[src/rtl/tick_pkg.sv]
// Shared defaults and width helpers for the tick rate generator.
package tick_pkg;

  localparam int BASE_PERIOD_DEF = 100000000;
  localparam int NUM_RATES_DEF   = 4;

  // Speed index width: at least one bit even for a single rate.
  function automatic int spd_w(input int n);
    return (n <= 2) ? 1 : $clog2(n);
  endfunction

endpackage

[src/rtl/tick_speed_ctrl.sv]
// Speed index register with wrap or saturate stepping.
// speed_changed flags every accepted request, including a saturated no-op,
// so the period counter can restart its phase in the same cycle.
module tick_speed_ctrl
  import tick_pkg::*;
#(
  parameter int NUM_RATES = NUM_RATES_DEF,
  parameter int WRAP      = 1,
  parameter int SPD_W     = spd_w(NUM_RATES)
) (
  input  logic             clk,
  input  logic             rst,
  input  logic             speed_up,
  input  logic             slow_down,
  output logic [SPD_W-1:0] speed,
  output logic             speed_changed
);

  localparam logic [SPD_W-1:0] SPD_MAX = SPD_W'(NUM_RATES - 1);

  logic [SPD_W-1:0] speed_nxt;

  // Next speed: step up/down, wrapping or holding at the ends; both requests cancel.
  always_comb begin
    speed_nxt     = speed;
    speed_changed = speed_up ^ slow_down;
    if (speed_up && !slow_down) begin
      if (speed == SPD_MAX) speed_nxt = (WRAP != 0) ? '0 : SPD_MAX;
      else                  speed_nxt = speed + SPD_W'(1);
    end else if (slow_down && !speed_up) begin
      if (speed == '0) speed_nxt = (WRAP != 0) ? SPD_MAX : '0;
      else             speed_nxt = speed - SPD_W'(1);
    end
  end

  // Speed register.
  always_ff @(posedge clk) begin
    if (rst) speed <= '0;
    else     speed <= speed_nxt;
  end

endmodule

[src/rtl/tick_rate_gen.sv]
// Periodic tick generator with selectable rate: period = BASE_PERIOD >> speed.
// pulse is registered and appears the cycle after the counter hits P-1.
module tick_rate_gen
  import tick_pkg::*;
#(
  parameter int BASE_PERIOD = BASE_PERIOD_DEF,
  parameter int NUM_RATES   = NUM_RATES_DEF,
  parameter int WRAP        = 1,
  parameter int CNT_W       = 28
) (
  input  logic                          clk,
  input  logic                          rst,
  input  logic                          enable,
  input  logic                          speed_up,
  input  logic                          slow_down,
  output logic                          pulse,
  output logic [spd_w(NUM_RATES)-1:0]   speed
);

  localparam int SPD_W = spd_w(NUM_RATES);

  if (((BASE_PERIOD >> (NUM_RATES - 1)) < 2) ||
      (longint'(BASE_PERIOD) >= (longint'(1) << CNT_W))) begin : g_param_check
    $error("tick_rate_gen: fastest period must be >= 2 and BASE_PERIOD must fit in CNT_W bits");
  end

  logic             speed_changed;
  logic [CNT_W-1:0] cnt;
  logic [CNT_W-1:0] cnt_last;
  logic [CNT_W-1:0] last_tbl [NUM_RATES];

  tick_speed_ctrl #(
    .NUM_RATES (NUM_RATES),
    .WRAP      (WRAP),
    .SPD_W     (SPD_W)
  ) u_speed_ctrl (
    .clk           (clk),
    .rst           (rst),
    .speed_up      (speed_up),
    .slow_down     (slow_down),
    .speed         (speed),
    .speed_changed (speed_changed)
  );

  // Terminal counts are constants per speed, so the "shift" is just a small mux.
  for (genvar s = 0; s < NUM_RATES; s++) begin : g_last
    assign last_tbl[s] = CNT_W'((BASE_PERIOD >> s) - 1);
  end

  assign cnt_last = last_tbl[speed];

  // Period counter and tick; a speed request restarts the phase and eats the tick.
  always_ff @(posedge clk) begin
    if (rst) begin
      cnt   <= '0;
      pulse <= 1'b0;
    end else begin
      pulse <= 1'b0;
      if (speed_changed) begin
        cnt <= '0;
      end else if (enable) begin
        if (cnt == cnt_last) begin
          cnt   <= '0;
          pulse <= 1'b1;
        end else begin
          cnt <= cnt + CNT_W'(1);
        end
      end
    end
  end

endmodule

[config.mk]
export PLATFORM = sky130hd
export DESIGN_NAME = tick_rate_gen
export DESIGN_NICKNAME = d
export VERILOG_FILES = /design/src/rtl/tick_pkg.sv /design/src/rtl/tick_speed_ctrl.sv /design/src/rtl/tick_rate_gen.sv
export SDC_FILE = /design/constraint.sdc
export NUM_CORES = 1
export LEC_CHECK = 0
export BUFFER_PORTS_ARGS = -buffer_cell sky130_fd_sc_hd__buf_2
export CAP_MARGIN = 20
export CELL_PAD_IN_SITES_DETAIL_PLACEMENT = 1
export CELL_PAD_IN_SITES_GLOBAL_PLACEMENT = 1
export CORE_ASPECT_RATIO = 0.75
export CORE_MARGIN = 2
export CORE_UTILIZATION = 35
export DETAILED_ROUTE_END_ITERATION = 10
export PLACE_DENSITY_LB_ADDON = 0.1
export SETUP_SLACK_MARGIN = 0.5
export SYNTH_ARGS = -nofsm -noshare
export SYNTH_HDL_FRONTEND = slang
export SYNTH_HIERARCHICAL = 1
export SYNTH_SLANG_ARGS = --single-unit
export TNS_END_PERCENT = 1
[constraint.sdc]
create_clock -name clk -period 5.1 [get_ports clk]
set_input_delay 1.02 -clock clk [delete_from_list [all_inputs] [get_ports clk]]
set_output_delay 1.02 -clock clk [all_outputs]
set_load 0.02 [all_outputs]
**After elaboration in Yosys (flattened, before gate mapping)**

Index checks and enable logic that the tools add are counted.

- Output and inout port bits: 3
- Logic and storage cells: 29
- Bits in registers: 31

- Reduce and logical (&&, ||, !) cells: 8
- Bitwise logic cells: 3
- Add/sub/neg operators: 3
- Equal/unequal tests: 2
- $lt $le $gt $ge: 1
- Muxes and demuxes: 9

Operators by type and width:

| cell | number |
|---|---|
| $mux 28 | 3 |
| $bmux 28 s2 | 1 |
| $add 28x1->28 const B | 1 |
| $eq 28x28->1 | 1 |
| $mux 2 | 4 |
| $ge 3x3->1 const B | 1 |
| $not 2->3 | 1 |
| $reduce_or 3->1 | 1 |
| $add 2x1->2 const B | 1 |
| $eq 2x2->1 const B | 1 |
| $logic_and 1x1->1 | 2 |
| $logic_not 1->1 | 2 |
| $logic_not 2->1 | 1 |
| $reduce_bool 2->1 | 1 |
| $reduce_or 2->1 | 1 |
| $sub 2x1->2 const B | 1 |
| $mux 1 | 1 |
| $not 1->1 | 1 |
| $xor 1x1->1 | 1 |

**Logic depth before layout (Yosys ltp)**

Gate-level depths: netlist of the first run.

- Depth in word-level cells: 6
- Depth in mapped cells: 8
- Gate-level depth less buffers: 6

**By module**

The synthesis of the first run kept the hierarchy.

Modules (own cells, without submodules):

| module | cells an instance | times used | area an instance (sq um) |
|---|---|---|---|
| tick_rate_gen | 203 | 1 | 1676.6 |
| tick_speed_ctrl | 16 | 1 | 151.4 |

**Worst setup path after synthesis of the first run**

Ideal clock, no wire load.

- Kind: input to register
- Start point: input slow_down
- End point: register cnt[10]
- Stages on the path: 7
- Data arrival time: 2245 ps
- Setup time: 78 ps
- Slack: 2777 ps
- Required time: 5022 ps
- Path through: inv_1 > ha_1 > inv_1 > or2_2 > clkbuf_1 > buf_1 > nor3_1

- Word-level cells in the longest chain between the ends: 2

RTL lines:

| item | RTL line | RTL |
|---|---|---|
| from (decl) | tick_rate_gen.sv:15 | `input logic slow_down,` |
| $xor 1x1->1 | tick_speed_ctrl.sv:26 | `speed_changed = speed_up ^ slow_down;` |
| via speed_changed | tick_rate_gen.sv:27 | `logic speed_changed;` |
| $reduce_or 2->1 (no line) | n/a |  |
| to (signal assigned) | tick_rate_gen.sv:66 | `cnt <= cnt + CNT_W'(1);` |
| to (decl) | tick_rate_gen.sv:28 | `logic [CNT_W-1:0] cnt;` |

The timed path passes the listed nets, and every way through them passes these cells.
A chain may end at the register's enable or synchronous reset.

**Final worst setup path of the first run**

- Start point: register u_speed_ctrl.speed[0]
- End point: register cnt[0]

- Word-level cells in the longest chain between the ends: 6

RTL lines:

| item | RTL line | RTL |
|---|---|---|
| from (decl) | tick_speed_ctrl.sv:15 | `output logic [SPD_W-1:0] speed,` |
| from (signal assigned) | tick_speed_ctrl.sv:39 | `else speed <= speed_nxt;` |
| $not 2->3 (implied by the code) | tick_rate_gen.sv:50 | `assign cnt_last = last_tbl[speed];` |
| $bmux 28 s2 | tick_rate_gen.sv:50 |  |
| $mux 28 (implied by the code) (2 in a row) | tick_rate_gen.sv:50 |  |
| $eq 28x28->1 | tick_rate_gen.sv:62 | `if (cnt == cnt_last) begin` |
| $mux 28 | tick_rate_gen.sv:62 |  |

Every way passes these cells. The select of a mux whose other input is x is not followed.

==> results of run 1 <==
==> worst max-delay path, cell delays in order (launching register included) <==
cell and delay (ps):
dfxtp_1 700, or4bb_1 530, nand3_1 100, o221ai_1 220, nor4_4 600, buf_4 320, nor3_1 80
==> cell usage in the layout (no fill, tap or decap), types with 4 or more instances in the layout <==
cell / count
nor3_1: 31
dfxtp_1: 31
xor2_1: 19
nand4_1: 17
nand3_1: 16
xnor2_1: 10
nor2_1: 10
nand2_1: 9
inv_1: 9
buf_2: 7
and3_1: 6
clkbuf_8: 6
nand2b_1: 5
nand3b_1: 4
a21oi_1: 4
and2_1: 4
ha_1: 4
==> registers in the layout, summed over array words and instances, names as in the netlist <==
name / cells
cnt: 28
u_speed_ctrl/speed: 2
pulse: 1
==> routing by layer <==
layer  global-route usage [%]  vias up  wire, um
met5                        0        -         0
met4                    5.962        0        55
met3                    5.204        4       151
met2                    29.26       19      2145
met1                    27.23      810      2551
li1                         -      792         -
==> worst min path at each step <==
stage | endpoint | slack, ps | cells after the start
2_1_floorplan | cnt[27] | 470 | 2
3_3_place_gp | cnt[27] | 490 | 2
3_5_place_dp | cnt[27] | 490 | 2
4_1_cts | cnt[27] | 510 | 2
5_1_grt | cnt[27] | 550 | 2
6_report | cnt[27] | 510 | 2
==> power by group through the flow <==
stage	sequential, mW	combinational, mW	clock [mW]
3_3_place_gp	0.263	0.0416	0
3_5_place_dp	0.264	0.0450	0
4_1_cts	0.258	0.0453	0.205
6_report	0.258	0.0449	0.198
5_1_grt	0.260	0.0503	0.214
2_1_floorplan	0.259	0.0370	0
==> cell type report <==
class | instances | area (um2)
inverters | 9 | 33.78
clock buffers | 6 | 82.58
well taps | 60 | 75.07
repair buffers | 8 | 42.54
clock inverters | 1 | 5.005
multi-input cells | 167 | 1115
flip-flops and latches | 31 | 620.6
fillers | 603 | 2980
==> stage by stage <==
stage	hold WS, ps	utilization (%)	cell area [um2]	cells
after floorplan	470.4	-	1828	219
after global placement	486.8	38.08	1887	275
after detailed placement	488.7	38.08	1887	275
after CTS	508.3	39.85	1974	282
after global routing	551.4	39.85	1974	282
final	508.0	39.85	1974	282
==> cell families after synthesis <==
group                      Yosys count
xor gates and xnor gates            29
and+or+nand+nor                    116
DFF                                 31
AOI/OAI and AO/OA                   16
adders and majority gates            4
muxes                                2
buffers and inverters               21
==> flow_metrics.tcl, run 1 <==
set metrics [dict create \
    status "finished clean" \
    synth_top_area_share_pct 33.95 \
    syn-cell-area_um2 1828 \
    cts_hold_buffers 0 \
    antenna_found_initial 0 \
    synth_top_family_by_area "simple AND/OR/NAND/NOR gates" \
    ys_types 41 \
    cp_max_fo 19 \
    reg2reg_slack_ps 2410 \
    synthMuxAreaShare_pct 1.095 \
    overflow 0 \
    finalWorstSetupSlack_ps 2414 \
    synth_simple_gate_area_share_pct 36.96 \
    criticalPathCategory "reg2reg" \
    insertedDiodeCount 0 \
    synth_adder_area_share_pct 2.738 \
    cts_tree "built" \
    cp-endpoint "cnt[0]" \
    post-place-ws_ps 2259 \
    r2r-start "u_speed_ctrl/speed[0]" \
    grt_max_degree 30 \
    synthArstFlopShare_pct 0 \
    finalCritPeriodShare_pct 52.67 \
    finalSetupViolCount 0 \
    first_pass_iters 4 \
    period_needed_ps 2686 \
    num-nets-final 231 \
    dp_hpwl_mm 3.531 \
    sequentialPowerShare_pct 51.5 \
    cp.arrival_ps 2830 \
    clock.fmax_ghz 0.3723 \
    die_width_um 87.45 \
    clock_sinks 31 \
    ys_top_cells_by_count "31 x dfxtp_1, 31 x nor3_1, 19 x xor2_1, 17 x nand4_1, 16 x nand3_1" \
    wl_per_cell_um 17.39 \
    cp-start-kind "flip-flop" \
    drc 0 \
    dieArea_um2 5823 \
    p_per_area_nw_per_um2 253.8 \
    ys_ff_latch 31 \
    clk_pin_slew_ps 70 \
    cap_violations 0 \
    hold_path.class "reg2reg" \
    ys_seq_area_share_pct 33.95 \
    vias 1625 \
    syn2layout_area_growth_pct 8.008 \
    die_h_um 66.59 \
    p_int_mw 0.3689 \
    drtAntennaViolNets 0 \
    slew_violations 0 \
    wl_mm 4.903 \
    vdd_drop_max_mv 0.09036 \
    swShare_pct 26.38 \
    clock_power_share_pct 39.5 \
    worst_pin_slew_ps 824.9 \
    total_power_mw 0.5010 \
    min_from "cnt[27]" \
    p_leak_nw 0.6581 \
    startpoint "u_speed_ctrl/speed[0]" \
    clock_latency_ps 280 \
    synth_top_area_cell "dfxtp_1" \
    first_iter_violations 48 \
    start_util_pct 36.89 \
    post_cts_buffers 0 \
    place_congestion 0.7815 \
    cts_buffers 5 \
    ioPinCount 8 \
    via_per_inst 5.762 \
    synth_compound_area_share_pct 6.297 \
    p_sw_mw 0.1322 \
    finClkSkew_ps 3.193 \
    pwr-share-comb_pct 9.0 \
    synth_cells 219 \
    syn-num-nets 228 \
    root_buffer "clkbuf_8" \
    synth_xor_area_share_pct 13.89 \
    grt_usage_pct 19.53 \
    core_area_um2 4955 \
    r2r-end "cnt[0]" \
    hold_viol 0 \
    critPathCaptureType "flip-flop" \
    fin_tns_setup_ps 0 \
    synth.area.top_cells "dfxtp_1 34%, xor2_1 9.1%, nor3_1 8.5%" \
    cp.required_ps 5240 \
    grt_pass1_vias 1652 \
    fp-row-count 22 \
    h-tree-depth 2 \
    clockBufferDepth 2 \
    grt_pass1_wl_mm 8.514 \
    synth_flop_cell "dfxtp_1" \
    cts-resized-gates 0 \
    synth_edf_count 0 \
    rsz0062_at_grt "false" \
    drive_above_1_share_pct 8.559 \
    portBuffers 7 \
    ys.warnings.count 6 \
    r2r_cells 6 \
    synth_area_per_cell_um2 8.347 \
    maxSlewHeadroom_pct 44.58 \
]
(Power assumes the default switching activity.)
==> run 2, diff against run 1 <==
==> constraint.sdc (replaced) <==
create_clock -name clk -period 2.59 [get_ports clk]
set_input_delay 0.518 -clock clk [delete_from_list [all_inputs] [get_ports clk]]
set_output_delay 0.518 -clock clk [all_outputs]
set_load 0.02 [all_outputs]
==> run 2 against run 1 <==
  * Clock power rose to 2.6 times the previous value
  * Total power is 120% higher
  * Non-clock buffer count increased by 4
  * Final cell count grew 1.8%
  * Global-route usage fell by 0.21 points
  * Wire length grew 1.9%
  * Clock-buffer cell count unchanged
  * Highest routed layer unchanged
  * Cell area rose by 4.4%
  * Register-to-register slack worse by 1800 ps
  * Largest cell class unchanged
  * Combinational power up 120%
  * Sequential cell count stayed put
  * Maximum frequency is 35% higher
==> flow_metrics.tcl, run 2 (synthesis results as in run 1) <==
set metrics [dict create \
    status "finished clean" \
    num-nets-final 235 \
    finClkSkew_ps 4.817 \
    insertedDiodeCount 0 \
    fin_tns_setup_ps 0 \
    place_congestion 0.7575 \
    rsz0062_at_grt "false" \
    sequentialPowerShare_pct 45.6 \
    path_cells "buf_4, a21oi_1, a311oi_1, o221ai_2, nor4_4, buf_12, nor3_1" \
    grt_pass1_vias 1704 \
    drive_above_1_share_pct 12.33 \
    die_h_um 66.59 \
    ioPinCount 8 \
    final-instance-count-excl-fill 287 \
    drc 0 \
    first_iter_violations 87 \
    first_pass_iters 4 \
    finalSetupViolCount 0 \
    use_met2_pct 30.21 \
    via_per_inst 5.739 \
    dp_hpwl_mm 3.465 \
    grt_max_degree 30 \
    slew_violations 0 \
    hold_path.class "in2reg" \
    critPathCaptureType "flip-flop" \
    cp-start-kind "flip-flop" \
    wl_per_cell_um 17.41 \
    grt-busiest-layer "met2" \
    dieArea_um2 5823 \
    cts_buffers 5 \
    vdd_drop_max_mv 0.2637 \
    portBuffers 7 \
    wl_mm 4.996 \
    clock_power_share_pct 45.6 \
    h-tree-depth 2 \
    cp.arrival_ps 2140 \
    largest_reg_flops 28 \
    total_power_mw 1.109 \
    clk_pin_slew_ps 70 \
    cap_violations 0 \
    cp_max_fo 24 \
    regMostFlops "cnt" \
    die_width_um 87.45 \
    drtAntennaViolNets 0 \
    grt_usage_pct 19.32 \
    top_regs "cnt (28), u_speed_ctrl/speed (2), pulse (1)" \
    gr-usage-met3_pct 4.957 \
    pwr-share-comb_pct 8.8 \
    clock_latency_ps 290 \
    use_met1_pct 25.13 \
    p_per_area_nw_per_um2 537.9 \
    overflow 0 \
    finalCritPeriodShare_pct 76.69 \
    antenna_found_initial 0 \
    clock.fmax_ghz 0.5034 \
    fp-row-count 22 \
    worst_pin_slew_ps 628.0 \
    p_sw_mw 0.2752 \
    clock_sinks 31 \
    cp.required_ps 2740 \
    post_cts_buffers 0 \
    final_util_pct 41.59 \
    grt_pass1_wl_mm 8.507 \
    cts_hold_buffers 0 \
    syn2layout_area_growth_pct 12.73 \
    period_needed_ps 1986 \
    hold_viol 0 \
    worst_path_max_delay_cell "dfxtp_2" \
    layout_common_cells "31 x nor3_1, 29 x dfxtp_1, 19 x xor2_1" \
    start_util_pct 36.89 \
    swShare_pct 24.83 \
    clockBufferDepth 2 \
    cp_slowest_stage_delay_ps 410 \
    dpl.cell_count 279 \
    reg2reg_slack_ps 600 \
    core_area_um2 4955 \
    hold_ws_ps 424.8 \
    p_leak_nw 0.6944 \
    root_buffer "clkbuf_8" \
    cts_tree "built" \
    vias 1647 \
    maxSlewHeadroom_pct 57.82 \
    criticalPathCategory "reg2reg" \
    p_int_mw 0.8333 \
    layout_commonest_cell "nor3_1" \
]
-- run 2: cell types whose count changed in the layout (fill, tap and decap cells not counted) --
cell / change
ha_2: +1
dfxtp_2: +1
buf_4: +3
o221ai_1: -1
o221ai_2: +1
dfxtp_4: +1
dfxtp_1: -2
buf_12: +1
ha_1: -1
bufinv_16: +1
-- run 2: area by class of cell --
type                            instances  area (um2)
Clock buffer                            6       82.58
Clock inverter                          2       35.03
Fill cell                             602        2894
Inverter                                9       33.78
Multi-Input combinational cell        167        1124
Sequential cell                        31       625.6
Tap cell                               60       75.07
Timing Repair Buffer                   12       85.08
-- run 2: worst paths after layout --
path | cells past startpoint | startpoint | end
worst min register to register | 2 | cnt[27] | cnt[27]
worst max-delay path | 7 | u_speed_ctrl/speed[0] | cnt[23]
worst min-delay path | 2 | rst | u_speed_ctrl/speed[0]
worst max register to register | 7 | u_speed_ctrl/speed[0] | cnt[23]
-- run 2: power by group through the flow --
stage / sequential (mW) / clock (mW) / combinational (mW)
after floorplan: 0.509 / 0 / 0.0729
after global placement: 0.512 / 0 / 0.0903
after detailed placement: 0.514 / 0 / 0.0964
after CTS: 0.504 / 0.518 / 0.0969
after global routing: 0.508 / 0.544 / 0.107
final: 0.506 / 0.505 / 0.0975
-- run 2: per-stage QoR --
stage / instance area, um2 / worst slack (ps)
floorplan: 1828 / 547.1
global placement: 1917 / 403.4
detailed placement: 1917 / 234.4
CTS: 2041 / 519.0
global route: 2061 / 502.3
finish: 2061 / 603.7
-- run 2: critical path: cells and delay by family, from the launching register on --
kind / cells / cell delay [ps]
AO/OA/AOI/OAI: 3 / 590
AND/OR/NAND/NOR: 2 / 400
flip-flops: 1 / 410
buffers and inverters: 2 / 420
-- run 2: what timing repair did --
item	4_1_cts	5_1_grt
pin swaps	0	1
gates resized for setup	3	5
setup endpoints to repair	25	24
gates cloned	0	0
-- run 2: metal layers --
layer | vias to the layer above | wire length, um
met5 | - | 0
met4 | 0 | 68
met3 | 7 | 164
met2 | 25 | 2233
met1 | 808 | 2530
li1 | 807 | -
